**src/rtl/timer_sched.sv**
```systemverilog
// Shared one-shot down-counter for N requesters with round-robin arbitration.
// Each channel posts a delay; the granted owner receives a one-cycle done pulse on expiry.
module timer_sched #(
    parameter int N = 4,
    parameter int W = 8
) (
    input  logic                  clock,
    input  logic                  reset,
    input  logic [N-1:0]          req,
    input  logic [N*W-1:0]        delay,
    input  logic [N-1:0]          cancel,
    output logic [N-1:0]          busy,
    output logic [N-1:0]          done,
    output logic                  active,
    output logic [$clog2(N)-1:0]  owner,
    output logic [W-1:0]          count
);
    localparam int OW = $clog2(N);

    typedef enum logic {IDLE, RUN} state_t;

    state_t              state_q, state_d;
    logic [N-1:0]        pending_q, pending_d;
    logic [N-1:0][W-1:0] dly_q, dly_d;
    logic [OW-1:0]       owner_q, owner_d;
    logic [OW-1:0]       last_q, last_d;
    logic [W-1:0]        count_q, count_d;
    logic [N-1:0]        done_q, done_d;

    logic [N-1:0]        cand;
    logic [OW-1:0]       pick;
    logic                found;

    // A channel cancelled on this edge is not eligible for a grant on the same edge.
    always_comb begin
        cand  = pending_q & ~cancel;
        pick  = '0;
        found = 1'b0;
        for (int unsigned k = 1; k <= N; k++) begin
            int unsigned idx;
            idx = (32'(last_q) + k) % N;
            if (!found && cand[idx]) begin
                found = 1'b1;
                pick  = OW'(idx);
            end
        end
    end

    always_comb begin
        state_d   = state_q;
        pending_d = pending_q;
        dly_d     = dly_q;
        owner_d   = owner_q;
        last_d    = last_q;
        count_d   = count_q;
        done_d    = '0;

        case (state_q)
            IDLE: begin
                if (found) begin
                    owner_d = pick;
                    count_d = dly_q[pick];
                    state_d = RUN;
                end
            end
            RUN: begin
                if (cancel[owner_q]) begin
                    last_d  = owner_q;
                    state_d = IDLE;
                end else if (count_q == '0) begin
                    done_d[owner_q]    = 1'b1;
                    pending_d[owner_q] = 1'b0;
                    last_d             = owner_q;
                    state_d            = IDLE;
                end else begin
                    count_d = count_q - 1'b1;
                end
            end
            default: state_d = IDLE;
        endcase

        // Capture is gated by the registered pending bit, so a req on the done edge is dropped.
        for (int unsigned i = 0; i < N; i++) begin
            if (cancel[i]) begin
                pending_d[i] = 1'b0;
            end else if (req[i] && !pending_q[i]) begin
                pending_d[i] = 1'b1;
                dly_d[i]     = delay[i*W +: W];
            end
        end
    end

    always_ff @(posedge clock or negedge reset) begin
        if (!reset) begin
            state_q   <= IDLE;
            pending_q <= '0;
            dly_q     <= '0;
            owner_q   <= '0;
            last_q    <= OW'(N-1);
            count_q   <= '0;
            done_q    <= '0;
        end else begin
            state_q   <= state_d;
            pending_q <= pending_d;
            dly_q     <= dly_d;
            owner_q   <= owner_d;
            last_q    <= last_d;
            count_q   <= count_d;
            done_q    <= done_d;
        end
    end

    assign busy   = pending_q;
    assign done   = done_q;
    assign active = (state_q == RUN);
    assign owner  = owner_q;
    assign count  = count_q;

endmodule

```
**config.mk**
```make
export PLATFORM = sky130hd
export DESIGN_NAME = timer_sched
export DESIGN_NICKNAME = d
export VERILOG_FILES = /design/src/rtl/timer_sched.sv
export SDC_FILE = /design/constraint.sdc
export NUM_CORES = 1
export LEC_CHECK = 0
export CAP_MARGIN = 20
export CELL_PAD_IN_SITES_DETAIL_PLACEMENT = 1
export CELL_PAD_IN_SITES_GLOBAL_PLACEMENT = 1
export CORE_MARGIN = 2
export CORE_UTILIZATION = 36
export CTS_BUF_LIST = sky130_fd_sc_hd__clkbuf_8
export DETAILED_ROUTE_END_ITERATION = 16
export HOLD_SLACK_MARGIN = 0.03
export PLACE_DENSITY = 0.85
export SETUP_SLACK_MARGIN = 0.1
export SLEW_MARGIN = 5
export SYNTH_ARGS = -nofsm -noshare
export SYNTH_HDL_FRONTEND = slang
export SYNTH_SLANG_ARGS = --single-unit
```
**constraint.sdc**
```tcl
create_clock -name clock -period 2.1 [get_ports clock]
set_input_delay 0.42 -clock clock [delete_from_list [all_inputs] [get_ports clock]]
set_output_delay 0.42 -clock clock [all_outputs]
set_load 0.005 [all_outputs]
```
==> flow_metrics.env <==
export IMPL_crit_path_cell_trace="or4_4 > or4_4 > and3_4 > a221oi_2 > o211ai_1"
export IMPL_slew_violations=0
export IMPL_critPathLaunchType="register"
export IMPL_dieArea_um2=8129
export IMPL_finalSetupTns_ns=0
export IMPL_cts_buffers=5
export IMPL_dp_hpwl_um=6124
export IMPL_die_w_um=90.16
export IMPL_synthesis_nets=282
export IMPL_n_antenna_cell=0
export IMPL_pin_count=61
export IMPL_worstSetupEndpointType="register"
export IMPL_period_share_pct=95.32
export IMPL_grt_pass1_vias=2384
export IMPL_die_y_um=90.16
export IMPL_clock_path_buffers=2
export IMPL_ff2ff_setup_slack_ns=0.1
export IMPL_drtAntennaViolNets=0
export IMPL_status="completed"
export IMPL_timing_hold_ws_ns=0.1097
export IMPL_fin_crit_ns=2.002
export IMPL_p_switching_mw=1.397
export IMPL_drt_iter0_drc=72
export IMPL_rsz0062_at_grt="true"
export IMPL_power_density_nw_per_um2=1013
export IMPL_synth_edf_count=0
export IMPL_clk_pin_slew_ns=0.10
export IMPL_start_util_pct=37.04
export IMPL_worstMarginPinSlew_ns=0.6034
export IMPL_intPower_mw=2.468
export IMPL_htree_num_levels=2
export IMPL_hold_class="in2async"
export IMPL_reg2reg_from="count[5]$_DFFE_PN0P_"
export IMPL_clockRootBuffer="clkbuf_8"
export IMPL_mostFrequentLayoutCells="clkdlybuf4s50_1 (55), dfrtp_1 (50), buf_4 (39), mux2_2 (25), o21ai_0 (22)"
export IMPL_peakVddDrop_mv=0.4132
export IMPL_antenna_found_initial=0
export IMPL_portBuffers=60
export IMPL_path_class="reg2reg"
export IMPL_r2r_end="count[7]$_DFFE_PN0P_"
export IMPL_synth_top_area_share_pct=47.75
export IMPL_cpPeakStageDelay_ns=0.54
export IMPL_leakagePower_nw=1.582
export IMPL_wl_per_cell_um=17.48
export IMPL_synth_area_leaders="dfrtp_1 (48%), mux2_2 (11%), o21ai_0 (4.1%)"
export IMPL_core_um2=7214
export IMPL_yosysSeqAreaShare_pct=49.72
export IMPL_synth_area_um2=2673
export IMPL_track_usage_pct=19.29
export IMPL_cp_arrival_ns=2.18
export IMPL_drt_vias_per_instance=5.321
export IMPL_p_sw_share_pct=36.14
export IMPL_route_detailed_drc=0
export IMPL_yosys_warnings=0
export IMPL_finalSetupViolCount=0
export IMPL_hold_buffers=0
export IMPL_firstDrtPassIters=4
export IMPL_avgSynthCellArea_um2=11.23
export IMPL_ys_async_sr_fraction_pct=100.0
export IMPL_overflow=0
export IMPL_required_ns=2.27
export IMPL_syn_inst=238
export IMPL_seqPwrFrac_pct=38.1
export IMPL_synth_largest_area_cell="dfrtp_1"
export IMPL_grt_first_pass_wirelength_um=12540
export IMPL_grt_max_degree=31
export IMPL_rows=31
export IMPL_routabilityCongestion=0.8834
export IMPL_final_layout_size_suffix_gt1_share_pct=27.35
export IMPL_maxCapViolations=0
export IMPL_clock_skew_ns=0.009237
export IMPL_max_slew_margin_rel_pct=59.77
export IMPL_insertion_delay_ns=0.30
export IMPL_cp_slowest_cell="or4_4"
export IMPL_cts_sinks=53
export IMPL_combPwrFrac_pct=47.4
export IMPL_p_clk_share_pct=14.6
export IMPL_synth_distinct_cells=48
export IMPL_synth_ff_type="dfrtp_1"
export IMPL_wl_um=7673
export IMPL_crit_fanout=2
export IMPL_area_delta_synth_final_pct=42.74
export IMPL_ys_ff_latch=53
export IMPL_vias=2336
export IMPL_fin_nets=383
export IMPL_max_freq_mhz=499.5
export IMPL_mostFrequentLayoutCell="clkdlybuf4s50_1"
export IMPL_worst_path_most_repeated_cell="or4_4"
export IMPL_ff2ff_path_depth=5
export IMPL_hold_viol_final=0
export IMPL_cts_tree="built"
==> final cells by class <==
class | instances | area, um^2
clock buffers | 5 | 68.82
inverters | 13 | 48.80
clock inverters | 3 | 13.76
repair buffers | 102 | 943.4
multi-input cells | 164 | 1286
well taps | 99 | 123.9
fillers | 810 | 3400
flip-flops and latches | 53 | 1330
==> power by group through the flow <==
| stage | Sequential, mW | Combinational (mW) | Clock [mW] |
|---|---|---|---|
| finish | 1.47 | 1.83 | 0.563 |
| global route | 1.50 | 1.99 | 0.614 |
| CTS | 1.47 | 1.82 | 0.577 |
| detailed placement | 1.49 | 1.76 | 0 |
| global placement | 1.47 | 1.71 | 0 |
| floorplan | 1.49 | 0.853 | 0 |
==> what timing repair did <==
item / 4_1_cts / 5_1_grt
resized for setup: 10 / 1
buffers inserted: 1 / 1
endpoints found under the setup margin: 12 / 12
pin swaps: 4 / 3
==> flip-flops by register name, indices dropped and copies added, names as in the netlist <==
register / flops
done: 4
dly_q: 32
active: 1
last_q: 2
busy: 4
count: 8
owner: 2
==> cell usage after synthesis, types with 2 or more instances <==
| cell | count |
|---|---|
| dfstp_2 | 2 |
| mux2i_1 | 5 |
| nand4_1 | 3 |
| nand2_1 | 11 |
| and4_1 | 11 |
| nand3_1 | 2 |
| nor3b_1 | 4 |
| nor2_1 | 10 |
| a31oi_1 | 7 |
| o21bai_1 | 3 |
| nor4_1 | 4 |
| inv_1 | 13 |
| o21ai_0 | 22 |
| nor3_1 | 3 |
| a211oi_1 | 11 |
| o211ai_1 | 3 |
| dfrtp_1 | 51 |
| ha_1 | 2 |
| a21oi_1 | 2 |
| nor3b_2 | 3 |
| nor2b_1 | 2 |
| nand3b_1 | 2 |
| nand2b_1 | 7 |
| mux2_2 | 25 |
| clkbuf_1 | 7 |
==> cell families after synthesis <==
logic type      Yosys count  share of synthesized area [%]
fa+ha+maj                 2                         0.9362
buf+inv                  21                          3.231
compound gates           61                          15.87
mux                      31                          13.25
flops                    53                          49.72
simple gates             70                          16.99
==> how the worst max path moves through the flow <==
stage / start / end / slack, ns / cells after the start
final: count[5]$_DFFE_PN0P_ / count[7]$_DFFE_PN0P_ / 0.1 / 5
after global routing: count[5]$_DFFE_PN0P_ / count[7]$_DFFE_PN0P_ / 0.05 / 5
after CTS: count[5]$_DFFE_PN0P_ / count[7]$_DFFE_PN0P_ / 0.10 / 5
after detailed placement: cancel[3] / busy[3]$_DFFE_PN0P_ / -0.42 / 5
after global placement: cancel[3] / busy[3]$_DFFE_PN0P_ / -0.38 / 5
after floorplan: count[3]$_DFFE_PN0P_ / count[7]$_DFFE_PN0P_ / 0.1 / 6
==> layer usage <==
metal	up-vias	routed length, um	part of all wire (%)	global-route usage (%)
li1	1101	-	-	-
met1	1171	3564	46	26.86
met2	57	3759	49	32.14
met3	7	256	3.3	2.096
met4	0	93	1.2	5.128
met5	-	0	0	0
==> worst max-delay path, delay by kind of cell, from the launching register on <==
| kind | cells | cell delay, ns |
|---|---|---|
| DFF | 1 | 0.39 |
| and+or+nand+nor | 3 | 1.17 |
| AOI/OAI and AO/OA | 2 | 0.33 |
==> through the flow <==
| stage | cell area [um^2] | cells | utilization [%] | power (mW) | worst slack (ns) |
|---|---|---|---|---|---|
| final | 3815 | 439 | 52.88 | 3.865 | 0.09818 |
| after global routing | 3815 | 439 | 52.88 | 4.112 | 0.05182 |
| after CTS | 3806 | 438 | 52.76 | 3.870 | 0.1008 |
| after detailed placement | 3692 | 429 | 51.18 | 3.250 | -0.4186 |
| after global placement | 3692 | 429 | 51.18 | 3.185 | -0.3774 |
| after floorplan | 2673 | 238 | - | 2.342 | 0.09870 |
No activity file was read; power rests on OpenSTA's default activity.
